==> src/rtl/vec_pkg.sv <==
// Shared lane-count, lane-index type and float constants for the vec3 pack path.
package vec_pkg;

   localparam int VEC_LANES = 3;

   typedef logic [1:0] lane_idx_t;

   localparam lane_idx_t LANE_FIRST = 2'd0;
   localparam lane_idx_t LANE_LAST  = 2'd2;

   localparam logic [31:0] FP_ONE  = 32'h3F80_0000;
   localparam logic [31:0] FP_ZERO = 32'h0000_0000;

endpackage

==> src/rtl/vec_pack.sv <==
// Gathers a scalar AXI-stream into 3-lane vectors behind a one-slot output register.
// Optional early vector close via tlast when VEC_PACK_LAST_EN is defined.
module vec_pack
   import vec_pkg::*;
#(
   parameter int SIZE = 32
) (
   input  logic                 aclk,
   input  logic                 aresetn,
   input  logic [SIZE-1:0]      s_axis_tdata,
   input  logic                 s_axis_tvalid,
   output logic                 s_axis_tready,
`ifdef VEC_PACK_LAST_EN
   input  logic                 s_axis_tlast,
   output logic                 m_axis_result_tlast,
`endif
   output logic [2:0][SIZE-1:0] m_axis_result_tdata,
   output logic                 m_axis_result_tvalid,
   input  logic                 m_axis_result_tready
);

   lane_idx_t                         idx_q, idx_d;
   logic [SIZE-1:0]                   g0_q, g0_d;
   logic [SIZE-1:0]                   g1_q, g1_d;
   logic [VEC_LANES-1:0][SIZE-1:0]    out_q, out_d;
   logic                              out_v_q, out_v_d;
   logic                              rst_done_q;

   logic                              s_last;
   logic                              s_fire;
   logic                              m_fire;
   logic                              close_vec;
   logic [VEC_LANES-1:0][SIZE-1:0]    held;
   logic [VEC_LANES-1:0][SIZE-1:0]    lanes;

`ifdef VEC_PACK_LAST_EN
   logic                              last_q, last_d;

   assign s_last = s_axis_tlast;
   assign m_axis_result_tlast = last_q;
`else
   assign s_last = 1'b0;
`endif

   // Only the word that would close a vector has to wait for the output slot.
   assign s_axis_tready = rst_done_q & ~(out_v_q & ((idx_q == LANE_LAST) | s_last));
   assign s_fire        = s_axis_tvalid & s_axis_tready;
   assign m_fire        = out_v_q & m_axis_result_tready;
   assign close_vec     = s_fire & ((idx_q == LANE_LAST) | s_last);

   assign held = {{SIZE{1'b0}}, g1_q, g0_q};

   // Lanes below idx come from the gather regs, lane idx is the incoming word, lanes above are zero.
   genvar gi;
   generate
      for (gi = 0; gi < VEC_LANES; gi++) begin : g_lane
         assign lanes[gi] = (lane_idx_t'(gi) == idx_q) ? s_axis_tdata :
                            (lane_idx_t'(gi) <  idx_q) ? held[gi]     : {SIZE{1'b0}};
      end
   endgenerate

   always_comb begin
      idx_d   = idx_q;
      g0_d    = g0_q;
      g1_d    = g1_q;
      out_d   = out_q;
      out_v_d = out_v_q;
`ifdef VEC_PACK_LAST_EN
      last_d  = last_q;
`endif
      if (m_fire) begin
         out_v_d = 1'b0;
      end
      if (s_fire) begin
         if (close_vec) begin
            out_d   = lanes;
            out_v_d = 1'b1;
            idx_d   = LANE_FIRST;
`ifdef VEC_PACK_LAST_EN
            last_d  = s_last;
`endif
         end else begin
            if (idx_q == LANE_FIRST) begin
               g0_d = s_axis_tdata;
            end else begin
               g1_d = s_axis_tdata;
            end
            idx_d = lane_idx_t'(idx_q + 2'd1);
         end
      end
   end

   always_ff @(posedge aclk or negedge aresetn) begin
      if (!aresetn) begin
         idx_q      <= LANE_FIRST;
         g0_q       <= '0;
         g1_q       <= '0;
         out_q      <= '0;
         out_v_q    <= 1'b0;
         rst_done_q <= 1'b0;
`ifdef VEC_PACK_LAST_EN
         last_q     <= 1'b0;
`endif
      end else begin
         idx_q      <= idx_d;
         g0_q       <= g0_d;
         g1_q       <= g1_d;
         out_q      <= out_d;
         out_v_q    <= out_v_d;
         rst_done_q <= 1'b1;
`ifdef VEC_PACK_LAST_EN
         last_q     <= last_d;
`endif
      end
   end

   assign m_axis_result_tdata  = out_q;
   assign m_axis_result_tvalid = out_v_q;

endmodule

==> config.mk <==
export PLATFORM = sky130hd
export DESIGN_NAME = vec_pack
export DESIGN_NICKNAME = d
export VERILOG_FILES = /design/src/rtl/vec_pkg.sv /design/src/rtl/vec_pack.sv
export SDC_FILE = /design/constraint.sdc
export NUM_CORES = 1
export LEC_CHECK = 0
export ABC_AREA = 1
export CORE_MARGIN = 2
export CORE_UTILIZATION = 40
export CTS_BUF_LIST = sky130_fd_sc_hd__clkbuf_4 sky130_fd_sc_hd__clkbuf_8 sky130_fd_sc_hd__clkbuf_16
export DETAILED_ROUTE_END_ITERATION = 10
export SYNTH_ARGS = -nofsm -noshare
export SYNTH_HDL_FRONTEND = slang
export SYNTH_SLANG_ARGS = --single-unit
==> constraint.sdc <==
create_clock -name aclk -period 1.4 [get_ports aclk]
set_input_delay 0.14 -clock aclk [delete_from_list [all_inputs] [get_ports aclk]]
set_output_delay 0.14 -clock aclk [all_outputs]
set_load 0.02 [all_outputs]
* Word-level counts from Yosys, hierarchy flattened *
Cells that the tools add are included.

operators by class
  add/subtract/negate cells = 1
  multipliers = 0
  divide/modulo/power cells = 0
  magnitude comparators = 2
  equality and inequality tests = 3
  shift operators = 0
  multiplexer cells = 9
  bitwise operators = 8
  reduce and logical (&&, ||, !) cells = 4

operator list
  operator                                                   number
  two-way mux 32 bit                                         5
  AND reduction 3 bit                                        2
  bitwise AND 1 bit                                          5
  less-than comparator 1 x 2 -> 1 bit, first input constant  2
  two-way mux 1 bit                                          3
  NOT 1 bit                                                  3
  adder 2 x 1 -> 2 bit, second input constant                1
  == test 1 x 2 -> 1 bit, first input constant               1
  == test 2 bit, first input constant                        1
  == test 2 bit, second input constant                       1
  zero test 2 bit                                            1
  two-way mux 2 bit                                          1
  AND reduction 2 bit                                        1

word-level totals
  register bits = 164
  bits in latches = 0
  RAM bits = 0
  ROM bits = 0
  bits of input ports = 36
  output and inout port bits = 98
  word-level logic and storage cells = 35
  memories = 0

* Longest topological paths before layout *
Gate-level depths: netlist of the first run.

  depth after elaboration = 8
  gate-level depth with buffers = 8
  mapped depth without buffers = 6

* Worst setup path before layout of the first run *
No wires, ideal clock.

  kind = reg-to-reg
  start point = reg idx_q[1]
  end point = reg out_q (netlist bit m_axis_result_tdata[10])
  setup time = 130 ps
  arrival = 1169 ps
  required time = 1270 ps
  path slack = 101 ps
  stages on the path, launching flop included = 8
  period minus slack after synthesis = 1299 ps
  cells stage by stage = dfrtp_1 > buf_4 > nor2_2 > buf_2 > buf_2 > nand2_1 > o21ai_0 > o21ai_0

on the way
  cells in the longest elaborated chain, start to end = 7

ends and longest elaborated chain
  element                               line                            RTL
  from (decl)                           vec_pack.sv:22                  lane_idx_t idx_q, idx_d;
  from (signal assigned)                vec_pack.sv:105                 idx_q <= idx_d;
  == test 2 bit                         vec_pack.sv:46, vec_pack.sv:49
  bitwise AND 1 bit                     vec_pack.sv:46                  assign s_axis_tready = rst_done_q & ~(out_v_q & ((idx_q == LANE_LAST) | s_last));
  NOT 1 bit                             vec_pack.sv:46
  bitwise AND 1 bit                     vec_pack.sv:46
  bitwise AND 1 bit                     vec_pack.sv:47                  assign s_fire = s_axis_tvalid & s_axis_tready;
  bitwise AND 1 bit                     vec_pack.sv:49                  assign close_vec = s_fire & ((idx_q == LANE_LAST) | s_last);
  AND reduction 2 bit (no source line)  -
  to (signal assigned)                  vec_pack.sv:108                 out_q <= out_d;
  to (decl)                             vec_pack.sv:25                  logic [VEC_LANES-1:0][SIZE-1:0] out_q, out_d;

Several ways; a longest one is shown, not always the timed one.
A chain may end at the register's enable or synchronous reset.

* Final worst setup path of the first run *
  start point = reg idx_q[0]
  end point = reg out_q (netlist bit m_axis_result_tdata[18])

Same word-level chain as after synthesis.

==> run_results.csv, run 1 <==
group,metric,value,unit
critical_path,crit_fanout,10,
final_layout,drive_above_1_share,0.271,
detailed_routing,viasPerCell,4.99,
flow_run,maxCapViolations,0,
power,combPwrFrac,0.422,
grt,grt_pass1_vias,5432,
clocking,cts_max_path_buffers,2,
synth,avgSynthCellArea,8.40,um2
floorplan,initial_core_util,0.410,
sta,finalCriticalPeriod,1.53,ns
detailed_routing,vias,6114,
clocking,clkSinkCount,164,
final_layout,antenna_cells,0,
sta,setup_viol,117,
floorplan,row_count,47,
sta,skew,0.00750,ns
synth,ys_seq_area_frac,0.604,
floorplan,fp.dieH,134,um
critical_path,r2r_end,"m_axis_result_tdata[18]$_DFFE_PN0P_",
power,worst_ir_drop_vdd,0.00114,V
sta,slew_violations,0,
sta,max_freq,654,MHz
floorplan,ios,134,
critical_path,critPathKind,"flop to flop",
grt,antenna_found_initial,0,
sta,finalHoldViolCount,0,
final_layout,syn_to_final_growth,56.0,%
critical_path,r2r_setup_slack,-0.13,ns
floorplan,die_area,18000,um2
synth,syn-num-nets,845,
placed_design,postPlaceCellArea,8640,um2
detailed_routing,wl_per_cell,17.1,um
power,power_density,2140,nW/um2
clocking,cts_tree,"yes",
clocking,h-tree-depth,4,
critical_path,critPathRequiredTime,1.75,ns
clocking,cts_buffers,17,
placed_design,dpl.hpwl,11100,um
detailed_routing,drt_iter0_drc,337,
synth,synth.distinct_cells,14,
grt,grt_usage,0.201,
sta,rsz0062_at_grt,"true",
sta,post-route-period-util,1.09,
power,share_seq_of_total_power,0.373,
critical_path,rr_worst_depth,7,
clocking,clk_pin_slew,0.07,ns
final_layout,fin_area,10600,um2
clocking,root_buffer,"clkbuf_16",
clocking,clk_latency,0.43,ns
final_layout,final_util,0.639,
sta,fin_ws,-0.129,ns
power,p_int,13800,uW
power,p_switching,8880,uW
final_layout,n_fill_cell,1416,
floorplan,die_w,134,um
critical_path,crit_path_end_kind,"flop",
status,status,"complete, but fails checks",
min_path,worstHoldPathType,"input pin to asynchronous set/reset pin",
synth,ys_warn_count,0,
grt,grt_pass1_wl,28200,um
placed_design,io_buffer_count,133,
synth,netlist_instances,809,
power,power,22700,uW
power,power_leakage,0.00542,uW
grt,grt_overflow,0,
final_layout,final_nets,1029,
synth,ys_seq_elements,164,
detailed_routing,wl,21000,um
power,clkPwrFrac,0.206,
sta,setup_tns,-9.45,ns
synth,synth_area,6790,um2
detailed_routing,antenna_left,0,
detailed_routing,drc,0,
detailed_routing,dr.pass1.iters,5,
floorplan,coreArea,16600,um2
placed_design,gp_congestion,0.788,
power,p_sw_frac,0.391,
critical_path,startpoint_type,"flop",
grt,grt_max_degree,42,
status,violations,"negative setup slack",
critical_path,r2r-start,"idx_q[0]$_DFFE_PN0N_",
critical_path,arrival,1.88,ns
[power groups by stage]
stage	clock (uW)	combinational, uW	sequential (uW)
3_5_place_dp	0	8630	8230
4_1_cts	4720	7920	8120
3_3_place_gp	0	8540	8200
2_1_floorplan	0	3120	9480
6_report	4680	9580	8470
5_1_grt	4940	10500	8720
[cell usage in the layout (no fill, tap or decap)]
cell,count
nand2_4,29
o21ai_0,69
inv_2,3
buf_12,20
dlygate4sd3_1,1
nand4_1,3
o21ai_1,61
inv_1,66
buf_4,13
buf_8,8
clkinv_4,1
clkbuf_4,1
nand2_1,239
clkdlybuf4s50_1,34
dfrtp_1,162
o21ai_2,32
clkinv_2,6
clkinvlp_4,1
buf_2,1
conb_1,1
dlygate4sd2_1,96
dfrtp_2,2
clkbuf_16,38
nand3_4,1
buf_6,15
clkdlybuf4s15_1,1
clkbuf_8,3
bufinv_16,2
nand3_2,1
nor2_4,4
nand2_2,89
buf_16,2
[logic make-up after synthesis]
| logic type | count (synthesis) | synth area share |
|---|---|---|
| buffers and inverters | 116 | 0.0698 |
| and+or+nand+nor | 366 | 0.206 |
| AOI/OAI and AO/OA | 162 | 0.119 |
| other | 1 | 0.000552 |
| DFF | 164 | 0.604 |
[cell type report]
cell class | count | area (um2) | area share
inverter | 69 | 259 | 0.0244
sequential | 164 | 4110 | 0.387
clock buffer | 21 | 474 | 0.0447
timing repair buffer | 212 | 2570 | 0.243
clock inverter | 10 | 106 | 0.0100
tap | 220 | 275 | 0.0260
multi-input combinational | 529 | 2810 | 0.265
[what timing repair did]
item	4_1_cts	5_1_grt
setup buffers	4	6
endpoints found under the setup margin	130	134
endpoints found under the hold margin	164	0
cloned	0	35
resized for setup	106	283
pin swaps	1	35
hold buffers	1	0
[worst max-delay path, stage by stage (launching register included)]
cell       delay [ns]
dfrtp_2          0.42
buf_6            0.14
nor2_4           0.08
nand4_1          0.12
buf_6            0.19
clkbuf_16        0.18
buf_6            0.15
o21ai_0          0.16
[routing by layer]
metal / wire length (um) / track usage / part of all wire / up-vias
met5: 0 / 0 / 0 / -
met4: 235 / 0.0632 / 0.011 / 0
met3: 966 / 0.0450 / 0.046 / 20
met2: 10000 / 0.307 / 0.48 / 169
met1: 9790 / 0.287 / 0.47 / 3012
li1: - / - / - / 2913
[synth_stat cells]
master | number | area [um2]
conb_1 | 1 | 3.75
nor2_1 | 1 | 3.75
nand2_1 | 357 | 1340
nor2_2 | 3 | 18.8
o21ai_0 | 133 | 666
inv_2 | 2 | 7.51
o21ai_1 | 29 | 145
clkbuf_1 | 18 | 67.6
inv_1 | 67 | 251
buf_2 | 28 | 140
nand3_2 | 2 | 20.0
dfrtp_1 | 164 | 4100
buf_4 | 1 | 7.51
nand4_1 | 3 | 18.8
[through the flow]
stage,cells,setup WS (ns),hold WS (ns)
floorplan,809,0.101,-0.156
global placement,1148,-0.0808,0.0633
detailed placement,1148,-0.120,0.0629
CTS,1184,-0.0686,0.177
global route,1225,-0.179,0.207
finish,1225,-0.129,0.179
[registers in the layout, summed over array words and instances, names as in the netlist]
register / count
m_axis_result_tdata: 96
g1_q: 32
g0_q: 32
idx_q: 2
m_axis_result_tvalid: 1
rst_done_q: 1
[worst max-delay path by stage]
| stage | slack [ns] | end | cells past startpoint | start |
|---|---|---|---|---|
| 2_1_floorplan | 0.10 | m_axis_result_tdata[10]$_DFFE_PN0P_ | 7 | idx_q[1]$_DFFE_PN0N_ |
| 3_3_place_gp | -0.08 | m_axis_result_tdata[73]$_DFFE_PN0P_ | 6 | s_axis_tvalid |
| 3_5_place_dp | -0.12 | m_axis_result_tdata[47]$_DFFE_PN0P_ | 5 | s_axis_tvalid |
| 4_1_cts | -0.07 | m_axis_result_tdata[5]$_DFFE_PN0P_ | 7 | idx_q[0]$_DFFE_PN0N_ |
| 5_1_grt | -0.18 | m_axis_result_tdata[53]$_DFFE_PN0P_ | 8 | idx_q[0]$_DFFE_PN0N_ |
| 6_report | -0.13 | m_axis_result_tdata[18]$_DFFE_PN0P_ | 7 | idx_q[0]$_DFFE_PN0N_ |
(Power assumes the default switching activity.)
==> run 2: changes to the inputs <==
--- a/config.mk
+++ b/config.mk
@@ -6,10 +6,14 @@
 export NUM_CORES = 1
 export LEC_CHECK = 0
 export ABC_AREA = 1
+export CAP_MARGIN = 20
+export CELL_PAD_IN_SITES_DETAIL_PLACEMENT = 0
+export CELL_PAD_IN_SITES_GLOBAL_PLACEMENT = 1
 export CORE_MARGIN = 2
-export CORE_UTILIZATION = 40
+export CORE_UTILIZATION = 38
 export CTS_BUF_LIST = sky130_fd_sc_hd__clkbuf_4 sky130_fd_sc_hd__clkbuf_8 sky130_fd_sc_hd__clkbuf_16
 export DETAILED_ROUTE_END_ITERATION = 10
+export PLACE_DENSITY_LB_ADDON = 0.1
 export SYNTH_ARGS = -nofsm -noshare
 export SYNTH_HDL_FRONTEND = slang
 export SYNTH_SLANG_ARGS = --single-unit
==> run_results.csv, run 2 (synthesis gave the netlist of run 1 again) <==
group,metric,value,unit
detailed_routing,wl,20200,um
sta,setup_viol,118,
placed_design,io_buffer_count,133,
floorplan,initial_core_util,0.390,
critical_path,arrival,1.77,ns
clocking,cts_buffers,17,
final_layout,mostFrequentLayoutCells,"nand2_1, dfrtp_1, dlygate4sd2_1",
final_layout,layout_commonest_cell,"nand2_1",
floorplan,fp.dieH,138,um
final_layout,drive_above_1_share,0.302,
sta,max_freq,680,MHz
critical_path,rr_worst_depth,9,
status,violations,"negative setup slack",
power,power_leakage,0.00549,uW
detailed_routing,dr.pass1.iters,4,
floorplan,coreArea,17400,um2
grt,grt_max_degree,40,
sta,whs,0.204,ns
final_layout,n_fill_cell,1479,
critical_path,crit_path_end_kind,"flop",
placed_design,gp_congestion,0.752,
status,status,"complete, but fails checks",
critical_path,critPathKind,"flop to flop",
clocking,h-tree-depth,4,
flow_run,maxCapViolations,0,
clocking,cts_max_path_buffers,2,
grt,antenna_found_initial,0,
power,power_density,2140,nW/um2
final_layout,stdcell_count,1231,
detailed_routing,vias,5945,
sta,finalHoldViolCount,0,
power,worst_ir_drop_vdd,0.00108,V
min_path,worstHoldPathType,"input pin to asynchronous set/reset pin",
clocking,root_buffer,"clkbuf_16",
final_layout,syn_to_final_growth,59.0,%
detailed_routing,viasPerCell,4.83,
detailed_routing,antenna_left,0,
floorplan,die_area,19000,um2
critical_path,crit_fanout,8,
critical_path,startpoint_type,"flop",
final_layout,fin_area,10800,um2
placed_design,postPlaceCellArea,8710,um2
sta,slew_violations,0,
sta,skew,0.00775,ns
floorplan,ios,134,
detailed_routing,drc,0,
floorplan,die_w,138,um
clocking,clk_latency,0.42,ns
final_layout,antenna_cells,0,
placed_design,dp_cells,1162,
detailed_routing,drt_iter0_drc,326,
clocking,cts_tree,"yes",
placed_design,dpl.hpwl,12100,um
sta,post-route-period-util,1.05,
detailed_routing,wl_per_cell,16.4,um
final_layout,final_util,0.620,
critical_path,critPathRequiredTime,1.70,ns
critical_path,r2r_setup_slack,-0.07,ns
sta,fin_ws,-0.0703,ns
grt,grt_pass1_wl,29600,um
grt,grt_pass1_vias,5791,
grt,grt_usage,0.203,
placed_design,pre_cts_slack,-0.121,ns
floorplan,row_count,48,
sta,rsz0062_at_grt,"true",
grt,grt_overflow,0,
sta,finalCriticalPeriod,1.47,ns
final_layout,final_nets,1029,
final_layout,largest_reg_flops,96,
clocking,clkSinkCount,164,
clocking,clk_pin_slew,0.06,ns
-- run 2: cell count changes in the layout (fill, tap and decap cells not counted), moves of 3 or more --
| cell | before | now |
|---|---|---|
| clkinv_2 | 6 | 3 |
| nand2_4 | 29 | 41 |
| o21ai_1 | 61 | 52 |
| nand2_2 | 89 | 93 |
| nand2_1 | 239 | 223 |
| clkbuf_4 | 1 | 4 |
| clkbuf_16 | 38 | 35 |
| o21ai_2 | 32 | 47 |
| buf_8 | 8 | 5 |
| o21ai_0 | 69 | 63 |
-- run 2: layout make-up --
cell class | count | area [um2] | area share
well taps | 225 | 282 | 0.0261
clock buffers | 23 | 483 | 0.0447
clock inverters | 9 | 151 | 0.0140
flip-flops and latches | 164 | 4110 | 0.380
inverters | 69 | 264 | 0.0244
repair buffers | 212 | 2550 | 0.236
multi-input cells | 529 | 2960 | 0.274
-- run 2: where the power goes --
group	internal [uW]	switching [uW]	leakage, uW	total (uW)
clock network	3150	1850	0.000315	5000
registers	6930	1560	0.00208	8480
logic	4170	5460	0.00309	9630
total	14200	8870	0.00549	23100
-- run 2: through the flow --
| step | power [uW] | setup TNS (ns) |
|---|---|---|
| finish | 23100 | -3.30 |
| floorplan | 12600 | 0 |
| global route | 24600 | -13.42 |
| global placement | 16600 | -5.38 |
| detailed placement | 16800 | -11.93 |
| CTS | 21500 | -5.17 |
-- run 2: worst paths after layout --
path,end,from
setup / recovery,m_axis_result_tdata[25]$_DFFE_PN0P_,idx_q[1]$_DFFE_PN0N_
hold / removal,m_axis_result_tdata[35]$_DFFE_PN0P_,aresetn
setup reg to reg,m_axis_result_tdata[25]$_DFFE_PN0P_,idx_q[1]$_DFFE_PN0N_
hold reg to reg,g1_q[10]$_DFFE_PN0P_,g1_q[10]$_DFFE_PN0P_
max in group asynchronous,g1_q[13]$_DFFE_PN0P_,aresetn
min in group aclk,m_axis_result_tvalid$_DFF_PN0_,m_axis_result_tready
-- run 2: worst max-delay path, cell delays in order (launching register included) --
cell	delay [ns]
dfrtp_2	0.41
buf_6	0.12
inv_4	0.03
nor2_4	0.09
nand4_1	0.09
buf_6	0.17
buf_12	0.17
buf_12	0.15
nand2_2	0.07
o21ai_2	0.06
-- run 2: repair_timing --
item                       CTS  global route
pin swaps                    3            32
hold buffers                 1             0
gates cloned                 5            22
setup endpoints to repair  144           162
resized for setup          173           268
hold endpoints to repair    55             0
setup buffers                5             5
-- run 2: metal layers --
metal  wire, um  GRT usage  vias to the layer above
li1           -          -                     2903
met1       9130      0.274                     2882
met4        259     0.0669                        0
met3       1010     0.0471                       21
met2       9840      0.325                      139
met5          0          0                        -
